===== src/rtl/pc_gen_pkg.sv =====
// Shared constants and state encoding for the fetch-stage program counter.
// Imported by pc_gen and by the redirect buffer.
package pc_gen_pkg;

  localparam logic RST_ENABLE   = 1'b0;
  localparam logic CHIP_ENABLE  = 1'b1;
  localparam logic CHIP_DISABLE = 1'b0;

  localparam int STALL_PC = 0;

  localparam int INST_ADDR_W    = 32;
  localparam int INST_BYTES_DEF = 4;

  typedef enum logic {
    PC_OFF = 1'b0,
    PC_RUN = 1'b1
  } pc_state_e;

endpackage


===== src/rtl/pc_gen_redirect_buf.sv =====
// Single-entry holding register for a branch target that arrived while fetch
// could not advance. The target is stored already aligned.
module pc_redirect_buf
  import pc_gen_pkg::*;
#(
  parameter int ADDR_W = INST_ADDR_W
) (
  input  logic              clk,
  input  logic              rst,
  input  logic              capture,
  input  logic              consume,
  input  logic              clear,
  input  logic [ADDR_W-1:0] target,
  output logic              pending,
  output logic [ADDR_W-1:0] pend_tgt
);

  logic              pending_reg;
  logic              pending_next;
  logic [ADDR_W-1:0] tgt_reg;
  logic [ADDR_W-1:0] tgt_next;

  // A capture always wins over a consume so a newer target is never lost.
  always_comb begin
    pending_next = pending_reg;
    tgt_next     = tgt_reg;
    if (clear) begin
      pending_next = 1'b0;
    end else if (capture) begin
      pending_next = 1'b1;
      tgt_next     = target;
    end else if (consume) begin
      pending_next = 1'b0;
    end
  end

  always_ff @(posedge clk) begin
    if (rst == RST_ENABLE) begin
      pending_reg <= 1'b0;
      tgt_reg     <= '0;
    end else begin
      pending_reg <= pending_next;
      tgt_reg     <= tgt_next;
    end
  end

  assign pending  = pending_reg;
  assign pend_tgt = tgt_reg;

endmodule


===== src/rtl/pc_gen.sv =====
// Fetch-stage program counter: sequential increment, branch redirect with
// buffering across stalls, exception flush and misaligned-target reporting.
module pc_gen
  import pc_gen_pkg::*;
#(
  parameter int                ADDR_W     = INST_ADDR_W,
  parameter logic [ADDR_W-1:0] RESET_VEC  = '0,
  parameter int                INST_BYTES = INST_BYTES_DEF,
  parameter int                STALL_W    = 6
) (
  input  logic               clk,
  input  logic               rst,
  input  logic [STALL_W-1:0] stall,
  input  logic               flush,
  input  logic [ADDR_W-1:0]  flush_pc,
  input  logic               branch_flag_i,
  input  logic [ADDR_W-1:0]  branch_target_i,
  input  logic               rom_ready_i,
  output logic [ADDR_W-1:0]  pc,
  output logic               ce,
  output logic               redirect_pending_o,
  output logic               addr_err_o
);

  // Ones above the instruction-offset bits; works for INST_BYTES == 1 too.
  localparam logic [ADDR_W-1:0] ALIGN_MASK = ~(ADDR_W'(INST_BYTES - 1));
  localparam logic [ADDR_W-1:0] PC_STEP    = ADDR_W'(INST_BYTES);

  pc_state_e         state_reg;
  pc_state_e         state_next;
  logic [ADDR_W-1:0] pc_reg;
  logic [ADDR_W-1:0] pc_next;
  logic              ce_reg;
  logic              ce_next;
  logic              addr_err_reg;
  logic              addr_err_next;

  logic              advance;
  logic              buf_capture;
  logic              buf_consume;
  logic              buf_clear;
  logic              pending;
  logic [ADDR_W-1:0] pend_tgt;
  logic [ADDR_W-1:0] branch_aligned;
  logic [ADDR_W-1:0] flush_aligned;
  logic              branch_misalign;
  logic              flush_misalign;

  assign advance         = (state_reg == PC_RUN) & ~stall[STALL_PC] & rom_ready_i;
  assign branch_aligned  = branch_target_i & ALIGN_MASK;
  assign flush_aligned   = flush_pc & ALIGN_MASK;
  assign branch_misalign = |(branch_target_i & ~ALIGN_MASK);
  assign flush_misalign  = |(flush_pc & ~ALIGN_MASK);

  always_comb begin
    state_next    = state_reg;
    pc_next       = pc_reg;
    ce_next       = ce_reg;
    addr_err_next = 1'b0;
    buf_capture   = 1'b0;
    buf_consume   = 1'b0;
    buf_clear     = 1'b0;
    unique case (state_reg)
      PC_OFF: begin
        state_next = PC_RUN;
        ce_next    = CHIP_ENABLE;
        pc_next    = RESET_VEC;
      end
      PC_RUN: begin
        ce_next = CHIP_ENABLE;
        if (flush) begin
          pc_next       = flush_aligned;
          buf_clear     = 1'b1;
          addr_err_next = flush_misalign;
        end else if (pending && advance) begin
          // A branch arriving alongside is dropped; ID re-presents it if still taken.
          pc_next     = pend_tgt;
          buf_consume = 1'b1;
        end else if (branch_flag_i && advance) begin
          pc_next       = branch_aligned;
          addr_err_next = branch_misalign;
        end else if (branch_flag_i) begin
          buf_capture   = 1'b1;
          addr_err_next = branch_misalign;
        end else if (advance) begin
          pc_next = pc_reg + PC_STEP;
        end
      end
      default: begin
        state_next = PC_OFF;
        ce_next    = CHIP_DISABLE;
        pc_next    = RESET_VEC;
      end
    endcase
  end

  always_ff @(posedge clk) begin
    if (rst == RST_ENABLE) begin
      state_reg    <= PC_OFF;
      pc_reg       <= RESET_VEC;
      ce_reg       <= CHIP_DISABLE;
      addr_err_reg <= 1'b0;
    end else begin
      state_reg    <= state_next;
      pc_reg       <= pc_next;
      ce_reg       <= ce_next;
      addr_err_reg <= addr_err_next;
    end
  end

  pc_redirect_buf #(
    .ADDR_W(ADDR_W)
  ) u_redirect_buf (
    .clk     (clk),
    .rst     (rst),
    .capture (buf_capture),
    .consume (buf_consume),
    .clear   (buf_clear),
    .target  (branch_aligned),
    .pending (pending),
    .pend_tgt(pend_tgt)
  );

  assign pc                 = pc_reg;
  assign ce                 = ce_reg;
  assign redirect_pending_o = pending;
  assign addr_err_o         = addr_err_reg;

endmodule


===== config.mk =====
export PLATFORM = sky130hd
export DESIGN_NAME = pc_gen
export DESIGN_NICKNAME = d
export VERILOG_FILES = /design/src/rtl/pc_gen_pkg.sv /design/src/rtl/pc_gen_redirect_buf.sv /design/src/rtl/pc_gen.sv
export SDC_FILE = /design/constraint.sdc
export NUM_CORES = 1
export LEC_CHECK = 0
export ABC_AREA = 1
export BUFFER_PORTS_ARGS = -buffer_cell sky130_fd_sc_hd__buf_2
export CORE_MARGIN = 3
export CORE_UTILIZATION = 25
export DETAILED_ROUTE_END_ITERATION = 16
export GPL_TIMING_DRIVEN = 0
export SLEW_MARGIN = 20
export SYNTH_ARGS = -nofsm -noshare
export SYNTH_HDL_FRONTEND = slang
export SYNTH_SLANG_ARGS = --single-unit
export TNS_END_PERCENT = 100

===== constraint.sdc =====
create_clock -name clk -period 2.6 [get_ports clk]
set_input_delay 0.52 -clock clk [delete_from_list [all_inputs] [get_ports clk]]
set_output_delay 0.52 -clock clk [all_outputs]
set_load 0.01 [all_outputs]

=== After elaboration in Yosys (flattened, before gate mapping) ===
Index checks and enable logic that the tools add are counted.

* $add $sub $neg: 1
* Equal/unequal tests: 2
* Multiplexer cells: 23
* Bitwise operators: 6
* Reductions and logical operators: 9

{| class="wikitable"
|+ Operators with widths
! cell !! count
|-
| 2-to-1 mux 32 bit || 5
|-
| case mux 32 bit (2 select lines) || 1
|-
| adder 32 x 3 -> 32 bit (second input constant) || 1
|-
| 2-to-1 mux 1 bit || 17
|-
| AND reduction 2 bit || 3
|-
| OR reduction 2 bit || 3
|-
| != test 5 x 2 -> 1 bit (second input constant) || 1
|-
| != test 5 x 3 -> 1 bit (second input constant) || 1
|-
| NOT 1 bit || 4
|-
| bitwise AND 1 bit || 2
|-
| logical AND 1 bit || 2
|-
| nonzero test 2 bit || 1
|}

* Register bits: 65
* Input bits: 75
* Output and inout bits: 35
* Word-level logic and storage cells: 46

=== Logic depth before layout (Yosys ltp) ===
* Word-level depth: 9
* Mapped depth: 11
* Depth with buffers taken out: 11

=== By module ===
Synthesis repeated with hierarchy kept, for this count alone.

* Cells, all modules: 749
* Area, all modules: 4,423.0 um^2

{| class="wikitable"
|+ By module, submodules not included
! module !! instances !! cells an instance !! area each (um^2) !! sequential area each (um^2)
|-
| pc_gen || 1 || 535 || 2,999.1 || 680.7
|-
| pc_redirect_buf || 1 || 214 || 1,423.9 || 660.6
|}

=== Worst setup path after synthesis ===
OpenSTA, ideal clock, no wires.

* Path kind: register to register
* Start point: register pc_reg[2], in the netlist pc[2]
* End point: register pc_reg[14], in the netlist pc[14]
* Setup time: 0.070 ns
* Arrival: 1.483 ns
* Data required time: 2.530 ns
* Setup slack: 1.047 ns
* Stages on the path, launching flop included: 11
* Buffers on the path: 0
* Period minus slack after synthesis: 1.553 ns
* Path through: dfxtp_1 ha_1 inv_1 nor2_2 inv_1 nor2_1 or2_2 nand3_1 nand2_1 nand2_1 a21oi_1

* Word-level cells in the longest chain between the ends: 7

{| class="wikitable"
|+ Ends and longest elaborated chain
! item !! line !! text
|-
| start, declared || pc_gen.sv:31 || <nowiki>logic [ADDR_W-1:0] pc_reg;</nowiki>
|-
| start signal, assigned || pc_gen.sv:105 || <nowiki>pc_reg <= pc_next;</nowiki>
|-
| adder 32 x 3 -> 32 bit || pc_gen.sv:86 || <nowiki>pc_next = pc_reg + PC_STEP;</nowiki>
|-
| 2-to-1 mux 32 bit || pc_gen.sv:85 || <nowiki>end else if (advance) begin</nowiki>
|-
| 2-to-1 mux 32 bit || pc_gen.sv:82 || <nowiki>end else if (branch_flag_i) begin</nowiki>
|-
| 2-to-1 mux 32 bit || pc_gen.sv:79 || <nowiki>end else if (branch_flag_i && advance) begin</nowiki>
|-
| 2-to-1 mux 32 bit || pc_gen.sv:75 || <nowiki>end else if (pending && advance) begin</nowiki>
|-
| 2-to-1 mux 32 bit || pc_gen.sv:71 || <nowiki>if (flush) begin</nowiki>
|-
| case mux 32 bit (2 select lines) || pc_gen.sv:63 || <nowiki>unique case (state_reg)</nowiki>
|}

Every way passes these cells. The select of a mux whose other input is x is not followed.
A chain may end at the register's enable or synchronous reset.

=== Final worst setup path ===
* Start point: register pc_reg[2], in the netlist pc[2]
* End point: register pc_reg[12], in the netlist pc[12]

The elaborated chain is that of the path after synthesis.

==> results.cfg <==
[synth]
synth.largest_area_cell = dfxtp_1
yosysWarnings = 0
synth-seq-cells = 63
yosysSeqAreaShare = 0.318
synth.top_cell.area_share = 0.318
syn_area_um2 = 3960
synthTopCellsByArea = dfxtp_1, a21oi_1, nand2_1, o21ai_0, inv_1
syn_avg_cell_area_um2 = 6.31
yosysUniqueCellTypes = 29
syn-instance-count = 628

[worst_setup_path]
cp-start-kind = flop
reg2reg_depth = 8
critPathKind = reg2reg
worst_ep_required_time_ns = 2.87
reg2reg_to = pc[12]
critPathArrivalTime_ns = 2.22
r2r_setup_slack_ns = 0.66
crit_fanout = 6
r2r-start = pc[2]
setup.worst_path.end_class = flop

[clocking]
htreeDepth = 3
root_buffer = clkbuf_16
cts_made_buffers = 9
cts_resized = 0
clk_pin_slew_ns = 0.05
clockBufferDepth = 2
cts_hold_buf = 0
cts_sinks = 63
cts_tree = yes
cts_setup_buffers = 0
clock_latency_ns = 0.34

[detailed_routing]
wirelength_mm = 15.2
dr.pass1.iters = 5
drc = 0
drt_iter0_markers = 323
via_per_inst = 4.72
wl_per_cell_um = 15.9
antenna_left = 0
vias = 4515

[sta]
rsz0062_at_grt = false
tightestPinTransition_ns = 0.638
finClkSkew_ns = 0.00454
finalHoldViolCount = 0
setup_tns_ns = 0
layout_setup_ws_ns = 0.658
fin_crit_sh = 0.747
fmax_ghz = 0.515
setup_viol = 0
slew_headroom = 0.574
drv_slew = 0
fin_crit_ns = 1.94

[final_layout]
layout_commonest_cell = a21oi_1
seq_area_um2 = 1260
nNetsFinal = 818
n_fill_cell = 1737
design_area_um2 = 5020
fin_util = 0.326
multi_input_area_um2 = 2260
drive_gt1_frac = 0.206
area_delta_synth_final_pct = 26.7
mostFrequentLayoutCells = a21oi_1, nand2_1, buf_2, o21ai_0, dfxtp_1
n_antenna_cell = 0

[pwr]
ir_drop_v = 0.000243
power_w = 0.00263
p_leak_nw = 2.11
powerDensity_nw_per_um2 = 524

[global_routing]
track_usage = 0.174
grt-ovfl-total = 0
grt_pass1_vias = 4302
antenna_found_initial = 0
grt_first_pass_wirelength_mm = 23.8
grt_max_degree = 11

[job]
max_cap_violations = 0

[die]
initial_core_util = 0.258
core_um2 = 15400
dieWidth_um = 132
die-area_um2 = 17400
die_h_um = 132
rows = 45
ios = 110

[placed_design]
post_dp_cell_area_um2 = 4740
globalplace.congestion = 0.967
dp_hpwl_mm = 11.9
io_buffers = 102
place_ws_ns = 0.604

[min_path]
holdPathStages = 1
hold_start = rst
min_path_type = in2reg
holdPathEnd = ce

[run_status]
status = complete, no violations
critical path, stage by stage, from the launching register on:
cell and delay (ns):
dfxtp_1 0.44, ha_1 0.26, inv_1 0.08, nor2_2 0.26, nand3_1 0.23, xor2_1 0.19
o21ai_0 0.22, nand2_1 0.08, a21oi_1 0.12
synth_stat cells:
| master | count |
|---|---|
| a21oi_1 | 146 |
| nand2_1 | 138 |
| dfxtp_1 | 63 |
| o21ai_0 | 63 |
| inv_1 | 54 |
| nor2_1 | 43 |
| nand3_1 | 38 |
| clkbuf_1 | 17 |
| buf_2 | 9 |
| buf_6 | 7 |
| xor2_1 | 6 |
| o21bai_1 | 5 |
| inv_2 | 4 |
| nor2_2 | 4 |
| o211ai_1 | 4 |
| o21ai_1 | 4 |
| or2_2 | 4 |
| buf_4 | 3 |
| nand2_2 | 2 |
| nand2_4 | 2 |
| nand4_1 | 2 |
| nor2_8 | 2 |
| o31ai_1 | 2 |
| a211oi_2 | 1 |
| buf_8 | 1 |
| conb_1 | 1 |
| ha_1 | 1 |
| nand3b_1 | 1 |
| nor2_4 | 1 |
routing by layer:
layer,global-route usage,share of wire,vias to the layer above
met2,0.280,0.45,148
met3,0.0420,0.064,13
met1,0.235,0.47,2038
met5,0,0,-
met4,0.0432,0.010,0
li1,-,-,2316
worst max-delay path by stage:
| stage | start | to | slack, ns | cells after the start |
|---|---|---|---|---|
| global placement | rom_ready_i | pc[6] | 0.58 | 9 |
| CTS | pc[2] | pc[12] | 0.66 | 8 |
| global route | pc[2] | pc[12] | 0.47 | 8 |
| detailed placement | rom_ready_i | pc[6] | 0.60 | 9 |
| finish | pc[2] | pc[12] | 0.66 | 8 |
| floorplan | pc[2] | pc[14] | 1.05 | 10 |
power by group:
part | internal [W] | switching [W]
combinational | 0.000161 | 0.000244
clock | 0.000718 | 0.000423
sequential | 0.00102 | 0.0000610
area by class of cell:
cell class	count	share of cell area
multi-input cells	471	0.450
flip-flops and latches	63	0.251
repair buffers	102	0.102
clock buffers	15	0.0554
well taps	211	0.0526
plain buffers	37	0.0449
inverters	58	0.0434
logic make-up (layout without fill, tap and decap cells):
kind of cell               after synthesis  count (layout)  share of synthesized area
other                                    1               2                   0.000947
AOI/OAI and AO/OA                      225             225                      0.293
buffers and inverters                   95             212                      0.112
DFF                                     63              63                      0.318
and+or+nand+nor                        237             237                      0.259
adders and majority gates                1               1                    0.00316
xor gates and xnor gates                 6               6                     0.0133
metrics by stage:
stage / hold WS, ns / cells
2_1_floorplan: 0.430 / 629
3_3_place_gp: 0.441 / 942
3_5_place_dp: 0.445 / 942
4_1_cts: 0.343 / 957
5_1_grt: 0.358 / 957
6_report: 0.355 / 957
Note: power is estimated with default switching activity, not from simulation.
